<file path="src/rtl/truth_table_sequencer_pkg.sv">
// Shared types and constants for the truth-table sweep controller.
package truth_table_sequencer_pkg;

  typedef enum logic [1:0] {
    IDLE   = 2'd0,
    SETTLE = 2'd1,
    SAMPLE = 2'd2,
    DONE   = 2'd3
  } seq_state_e;

  localparam int NUM_VECTORS           = 8;
  localparam int VEC_W                 = 3;
  localparam int DEFAULT_SETTLE_CYCLES = 4;

endpackage

</file>
<file path="src/rtl/truth_table_sequencer_settle_timer.sv">
// Settle timer: counts enabled cycles from a load and flags the terminal count.
// Usable by any sweep controller that must hold a stimulus for a fixed time.
module truth_table_sequencer_settle_timer
  import truth_table_sequencer_pkg::*;
#(
  parameter int SETTLE_CYCLES = DEFAULT_SETTLE_CYCLES
) (
  input  logic clk,
  input  logic rst_n,
  input  logic load,
  input  logic enable,
  output logic tc
);

  // Wide enough to hold SETTLE_CYCLES itself, so the count can never wrap.
  localparam int CNT_W = $clog2(SETTLE_CYCLES + 1);
  localparam logic [CNT_W-1:0] TC_VAL = CNT_W'(SETTLE_CYCLES - 1);

  logic [CNT_W-1:0] cnt_q;

  // Count up from zero after a load and stop at the terminal count.
  always_ff @(posedge clk or negedge rst_n) begin
    if (!rst_n) begin
      cnt_q <= '0;
    end else if (load) begin
      cnt_q <= '0;
    end else if (enable && !tc) begin
      cnt_q <= cnt_q + CNT_W'(1);
    end
  end

  assign tc = (cnt_q == TC_VAL);

endmodule

</file>
<file path="src/rtl/truth_table_sequencer.sv">
// Hardware sweep of a 3-input combinational block: drives all eight input
// vectors, samples F after a settle window, and checks the resulting table.
//
//   state  | meaning
//   -------+------------------------------------------------------------
//   IDLE   | waiting for start; last results held on the outputs
//   SETTLE | current vector driven, waiting for F to settle
//   SAMPLE | F captured into the table, then advance or finish
//   DONE   | one-cycle completion pulse, pass/mismatch valid
module truth_table_sequencer
  import truth_table_sequencer_pkg::*;
#(
  parameter int SETTLE_CYCLES = DEFAULT_SETTLE_CYCLES
) (
  input  logic                   clk,
  input  logic                   rst_n,
  input  logic                   start,
  input  logic                   abort,
  input  logic [NUM_VECTORS-1:0] expected,
  input  logic                   F,
  output logic                   A,
  output logic                   B,
  output logic                   C,
  output logic                   busy,
  output logic                   done,
  output logic [NUM_VECTORS-1:0] table_out,
  output logic                   pass,
  output logic [NUM_VECTORS-1:0] mismatch
);

  localparam logic [VEC_W-1:0] LAST_IDX = VEC_W'(NUM_VECTORS - 1);

  seq_state_e             state_q, state_d;
  logic [VEC_W-1:0]       idx_q;
  logic [NUM_VECTORS-1:0] exp_q;
  logic [NUM_VECTORS-1:0] table_q;
  logic [NUM_VECTORS-1:0] table_next;
  logic                   pass_q;
  logic [NUM_VECTORS-1:0] mismatch_q;

  logic timer_load;
  logic timer_en;
  logic timer_tc;
  logic accept;
  logic sample_en;
  logic advance;
  logic finish;

  truth_table_sequencer_settle_timer #(
    .SETTLE_CYCLES(SETTLE_CYCLES)
  ) u_settle_timer (
    .clk    (clk),
    .rst_n  (rst_n),
    .load   (timer_load),
    .enable (timer_en),
    .tc     (timer_tc)
  );

  // State register.
  always_ff @(posedge clk or negedge rst_n) begin
    if (!rst_n) begin
      state_q <= IDLE;
    end else begin
      state_q <= state_d;
    end
  end

  // Next-state and datapath strobes; abort overrides every transition.
  always_comb begin
    state_d    = state_q;
    timer_load = 1'b0;
    timer_en   = 1'b0;
    accept     = 1'b0;
    sample_en  = 1'b0;
    advance    = 1'b0;
    finish     = 1'b0;
    if (abort) begin
      state_d    = IDLE;
      timer_load = 1'b1;
    end else begin
      case (state_q)
        IDLE: begin
          if (start) begin
            state_d    = SETTLE;
            accept     = 1'b1;
            timer_load = 1'b1;
          end
        end
        SETTLE: begin
          timer_en = 1'b1;
          if (timer_tc) state_d = SAMPLE;
        end
        SAMPLE: begin
          sample_en = 1'b1;
          if (idx_q == LAST_IDX) begin
            state_d = DONE;
            finish  = 1'b1;
          end else begin
            state_d    = SETTLE;
            advance    = 1'b1;
            timer_load = 1'b1;
          end
        end
        DONE: begin
          state_d = IDLE;
        end
        default: begin
          state_d = IDLE;
        end
      endcase
    end
  end

  // Table with the current vector's F merged in; the last sample feeds the
  // pass/mismatch result directly so they are valid during the done pulse.
  always_comb begin
    table_next        = table_q;
    table_next[idx_q] = F;
  end

  // Vector index, captured expectation, sampled table and verdict.
  always_ff @(posedge clk or negedge rst_n) begin
    if (!rst_n) begin
      idx_q      <= '0;
      exp_q      <= '0;
      table_q    <= '0;
      pass_q     <= 1'b0;
      mismatch_q <= '0;
    end else begin
      if (abort) begin
        idx_q <= '0;
      end
      if (accept) begin
        idx_q   <= '0;
        table_q <= '0;
        exp_q   <= expected;
      end
      if (sample_en) begin
        table_q <= table_next;
      end
      if (advance) begin
        idx_q <= idx_q + VEC_W'(1);
      end
      if (finish) begin
        pass_q     <= (table_next == exp_q);
        mismatch_q <= table_next ^ exp_q;
      end
    end
  end

  // The vector index is itself the registered stimulus, A as MSB.
  assign {A, B, C}  = idx_q;
  assign busy       = (state_q != IDLE);
  assign done       = (state_q == DONE);
  assign table_out  = table_q;
  assign pass       = pass_q;
  assign mismatch   = mismatch_q;

endmodule

</file>
<file path="config.mk">
export PLATFORM = sky130hd
export DESIGN_NAME = truth_table_sequencer
export DESIGN_NICKNAME = d
export VERILOG_FILES = /design/src/rtl/truth_table_sequencer_pkg.sv /design/src/rtl/truth_table_sequencer_settle_timer.sv /design/src/rtl/truth_table_sequencer.sv
export SDC_FILE = /design/constraint.sdc
export NUM_CORES = 1
export LEC_CHECK = 0
export ABC_CLOCK_PERIOD_IN_PS = 3500
export CAP_MARGIN = 20
export CELL_PAD_IN_SITES_DETAIL_PLACEMENT = 0
export CELL_PAD_IN_SITES_GLOBAL_PLACEMENT = 1
export CORE_UTILIZATION = 40
export DETAILED_ROUTE_END_ITERATION = 12
export PLACE_DENSITY_LB_ADDON = 0.1
export SLEW_MARGIN = 10
export SYNTH_ARGS = -nofsm -noshare
export SYNTH_HDL_FRONTEND = slang
export SYNTH_SLANG_ARGS = --single-unit
</file>
<file path="constraint.sdc">
create_clock -name clk -period 3.5 [get_ports clk]
set_input_delay 0.875 -clock clk [delete_from_list [all_inputs] [get_ports clk]]
set_output_delay 0.875 -clock clk [all_outputs]
set_load 0.01 [all_outputs]
</file>
==> flow_summary_export.csv <==
group,metric,value,unit
power,peakVddDrop,278,uV
setup_path,reg2reg_to,"pass",
detailed_routing,post_drt_wl_per_cell,14.1,microns
power,power.share.sequential,53.8,%
placement,io_buffer_count,34,
run_status,run_status,"finished, final reports clean",
clocking,number_of_buffers_created_by_cts,5,
power,share_comb_of_total_power,11.5,%
setup_path,rr_startpoint,"idx_q[1]",
layout,layout.nets,217,
sta,worst_slew_pin_slew,0.718,ns
die,die-area,4530,sq um
setup_path,cp_data_required_time,2.62,ns
synthesis,synth-seq-area-share,48.5,%
power,clockPowerShare,34.7,%
sta,timing.max_slew.rel_slack,51.9,%
synthesis,synthDistinctLibCells,31,
sta,min_period,2.55,ns
power,power.leakage,0.00105,uW
clocking,postCtsHoldBufs,0,
detailed_routing,final_antenna_net_count,0,
synthesis,synth_most_common_cell,"sky130_fd_sc_hd__dfrtp_1",
synthesis,syn-num-nets,183,
global_route,grt_usage,18.2,%
synthesis,synth_seq_cells,33,
global_route,top_usage_layer,"met2",
detailed_routing,post_drt_via_cell_ratio,5.24,
detailed_routing,detail_route.wirelength,3550,microns
setup_path,worst_setup_path_class,"reg2out",
job,timing.max_cap.violations,0,
clocking,ctsRootBufferMaster,"sky130_fd_sc_hd__clkbuf_8",
synthesis,yosysWarnings,0,
setup_path,worst_setup_path_end_kind,"primary output",
clocking,h-tree-depth,2,
min_path,timing.hold.worst_endpoint,"mismatch[4]",
layout,layout-area-overhead-vs-synth,26.1,%
clocking,worst_setup_hold_path_clk_slew,0.07,ns
global_route,grt.met3_usage,4.56,%
layout,share_of_post_route_cells_with_drive_strength_above_1,10.9,%
placement,detailedPlacementHpwl,2540,microns
synthesis,netlist_area,1700,sq um
detailed_routing,first_iter_violations,53,
synthesis,synth_commonest_cells,"33 x sky130_fd_sc_hd__dfrtp_1, 28 x sky130_fd_sc_hd__nand2_1, 14 x sky130_fd_sc_hd__nor2_1, 13 x sky130_fd_sc_hd__o21ai_0",
power,intPower,594,uW
synthesis,asyncSetResetFlopFracSynth,100,%
clocking,cts_tree,"built",
setup_path,timing.critical_path.arrival,1.68,ns
setup_path,ff2ff_path_depth,5,
clocking,postCtsResizedCells,0,
detailed_routing,firstDrtPassIters,4,
global_route,grt_first_pass_wirelength,5980,microns
placement,place_congestion,0.785,
die,placement_rows,23,
layout,antenna_diode_instance_count,0,
die,fp.dieW,67.3,microns
sta,fmaxAchievable,392,MHz
global_route,grt_pass1_vias,1278,
synthesis,syn_area_per_cell,10.3,sq um
detailed_routing,vias,1316,
clocking,cts_max_path_buffers,2,
min_path,hold_path_startpoint,"mismatch[4]",
power,fin_total_pwr,779,uW
die,floorplan.initialDensity,42.0,%
sta,timing.final.crit_share,72.9,%
layout,final_util,52.9,%
sta,grt_setup_unrepaired,"false",
die,core_area,4060,sq um
min_path,hold_path_depth,2,
synthesis,synth_edf_count,0,
sta,hold_slack,0.472,ns
power,switching_share,23.7,%
sta,finalHoldViolCount,0,
global_route,grt_max_degree,34,
synthesis,synthTopCellsByArea,"sky130_fd_sc_hd__dfrtp_1 48%, sky130_fd_sc_hd__nand2_1 6.2%, sky130_fd_sc_hd__mux2_2 5.9%",
setup_path,minimum_setup_slack_among_reg_to_reg_paths,1.22,ns
power,power-per-cell-area,362,nW/um^2
clocking,postCtsSetupBuffers,0,
clocking,clk-insertion-delay-late,0.28,ns
sta,setup_tns,0,ns
setup_path,worst-path-max-fanout,19,
global_route,globalRoute.totalOverflow,0,
clocking,cts.sink_count,33,
die,design.portCount,35,
detailed_routing,total_drc_errors_in_the_routed_layout,0,
global_route,grt_antenna_before_repair,0,
power,total_switching_power,185,uW
sta,drv_slew,0,
min_path,hp-class,"reg2reg",
sta,finalClockSkew,0.00847,ns
synthesis,yosysTopAreaCellShare,48.5,%
global_route,groute.layer.met2.usage,27.8,%
global_route,use_met1,24.2,%
setup_path,worst_setup_path_start_kind,"flip-flop",
synthesis,yosysTopAreaCell,"sky130_fd_sc_hd__dfrtp_1",
die,die_h,67.3,microns
synthesis,syn_inst,166,
synthesis,synth_flop_cell,"sky130_fd_sc_hd__dfrtp_1",
sta,setup_viol,0,
==> stage by stage <==
stage	setup WS (ns)	instance area [sq um]	cells
after global placement	0.796	2070	243
final	0.949	2150	251
after global routing	0.884	2150	251
after detailed placement	0.726	2070	243
after CTS	0.954	2150	251
after floorplan	1.31	1700	166
==> power by group through the flow <==
stage               Sequential, uW  Clock (uW)  Combinational, uW
finish                         419         270               89.9
floorplan                      420           0               58.2
global route                   421         293                101
global placement               426           0               87.6
detailed placement             426           0               91.4
CTS                            418         278               91.7
==> cell usage in the layout (no fill, tap or decap), types with 3 or more instances in the layout <==
master	netlist	routed
sky130_fd_sc_hd__clkbuf_1	5	3
sky130_fd_sc_hd__xnor2_1	9	9
sky130_fd_sc_hd__nand3b_1	3	3
sky130_fd_sc_hd__mux2i_1	9	9
sky130_fd_sc_hd__nand3_1	3	3
sky130_fd_sc_hd__dfrtp_1	33	33
sky130_fd_sc_hd__ha_1	4	4
sky130_fd_sc_hd__nand2_1	28	28
sky130_fd_sc_hd__clkbuf_8	0	5
sky130_fd_sc_hd__nor3b_1	4	4
sky130_fd_sc_hd__mux2_2	9	9
sky130_fd_sc_hd__nor2_1	14	14
sky130_fd_sc_hd__clkdlybuf4s50_1	0	34
sky130_fd_sc_hd__o21ai_0	13	13
sky130_fd_sc_hd__and3_1	5	5
==> flip-flops by register name, indices dropped and copies added, names as in the netlist <==
signal                count
pass                      1
state_q                   2
mismatch                  8
u_settle_timer.cnt_q      3
table_out                 8
exp_q                     8
idx_q                     3
==> cell type report <==
type	instances	area [sq um]
inverter	2	7.51
timing repair buffer	36	355
tap	50	62.6
multi-input combinational	122	817
clock buffer	8	80.1
fill	364	1910
sequential	33	826
==> kinds of logic (layout without fill, tap and decap cells) <==
| logic type | after synthesis | count (layout) | share of synthesized area [%] |
|---|---|---|---|
| buffers and inverters | 11 | 46 | 3.60 |
| AO/OA/AOI/OAI | 21 | 21 | 7.42 |
| AND/OR/NAND/NOR | 70 | 70 | 21.7 |
| XOR/XNOR | 9 | 9 | 4.63 |
| multiplexers | 18 | 18 | 11.2 |
| flip-flops | 33 | 33 | 48.5 |
| adder cells (fa/ha/maj) | 4 | 4 | 2.94 |
==> per-layer routing <==
layer | up-vias | part of all wire [%] | wire (microns)
met2 | 31 | 46 | 1630
met1 | 642 | 48 | 1720
li1 | 636 | - | -
met4 | 0 | 1.5 | 53
met5 | - | 0 | 0
met3 | 7 | 4.2 | 148
==> critical path: stages, from the launching register on <==
cell and delay (ns):
sky130_fd_sc_hd__dfrtp_1 0.56, sky130_fd_sc_hd__or2_2 0.35, sky130_fd_sc_hd__clkdlybuf4s50_1 0.48
==> worst max path at each step <==
stage,cells past startpoint,slack (ns),from,endpoint
3_3_place_gp,5,0.80,F,pass
5_1_grt,2,0.88,state_q[1],busy
4_1_cts,2,0.95,state_q[1],busy
2_1_floorplan,5,1.31,F,pass
3_5_place_dp,5,0.73,F,pass
6_report,2,0.95,state_q[1],busy
Power figures use the tool's default switching activity.
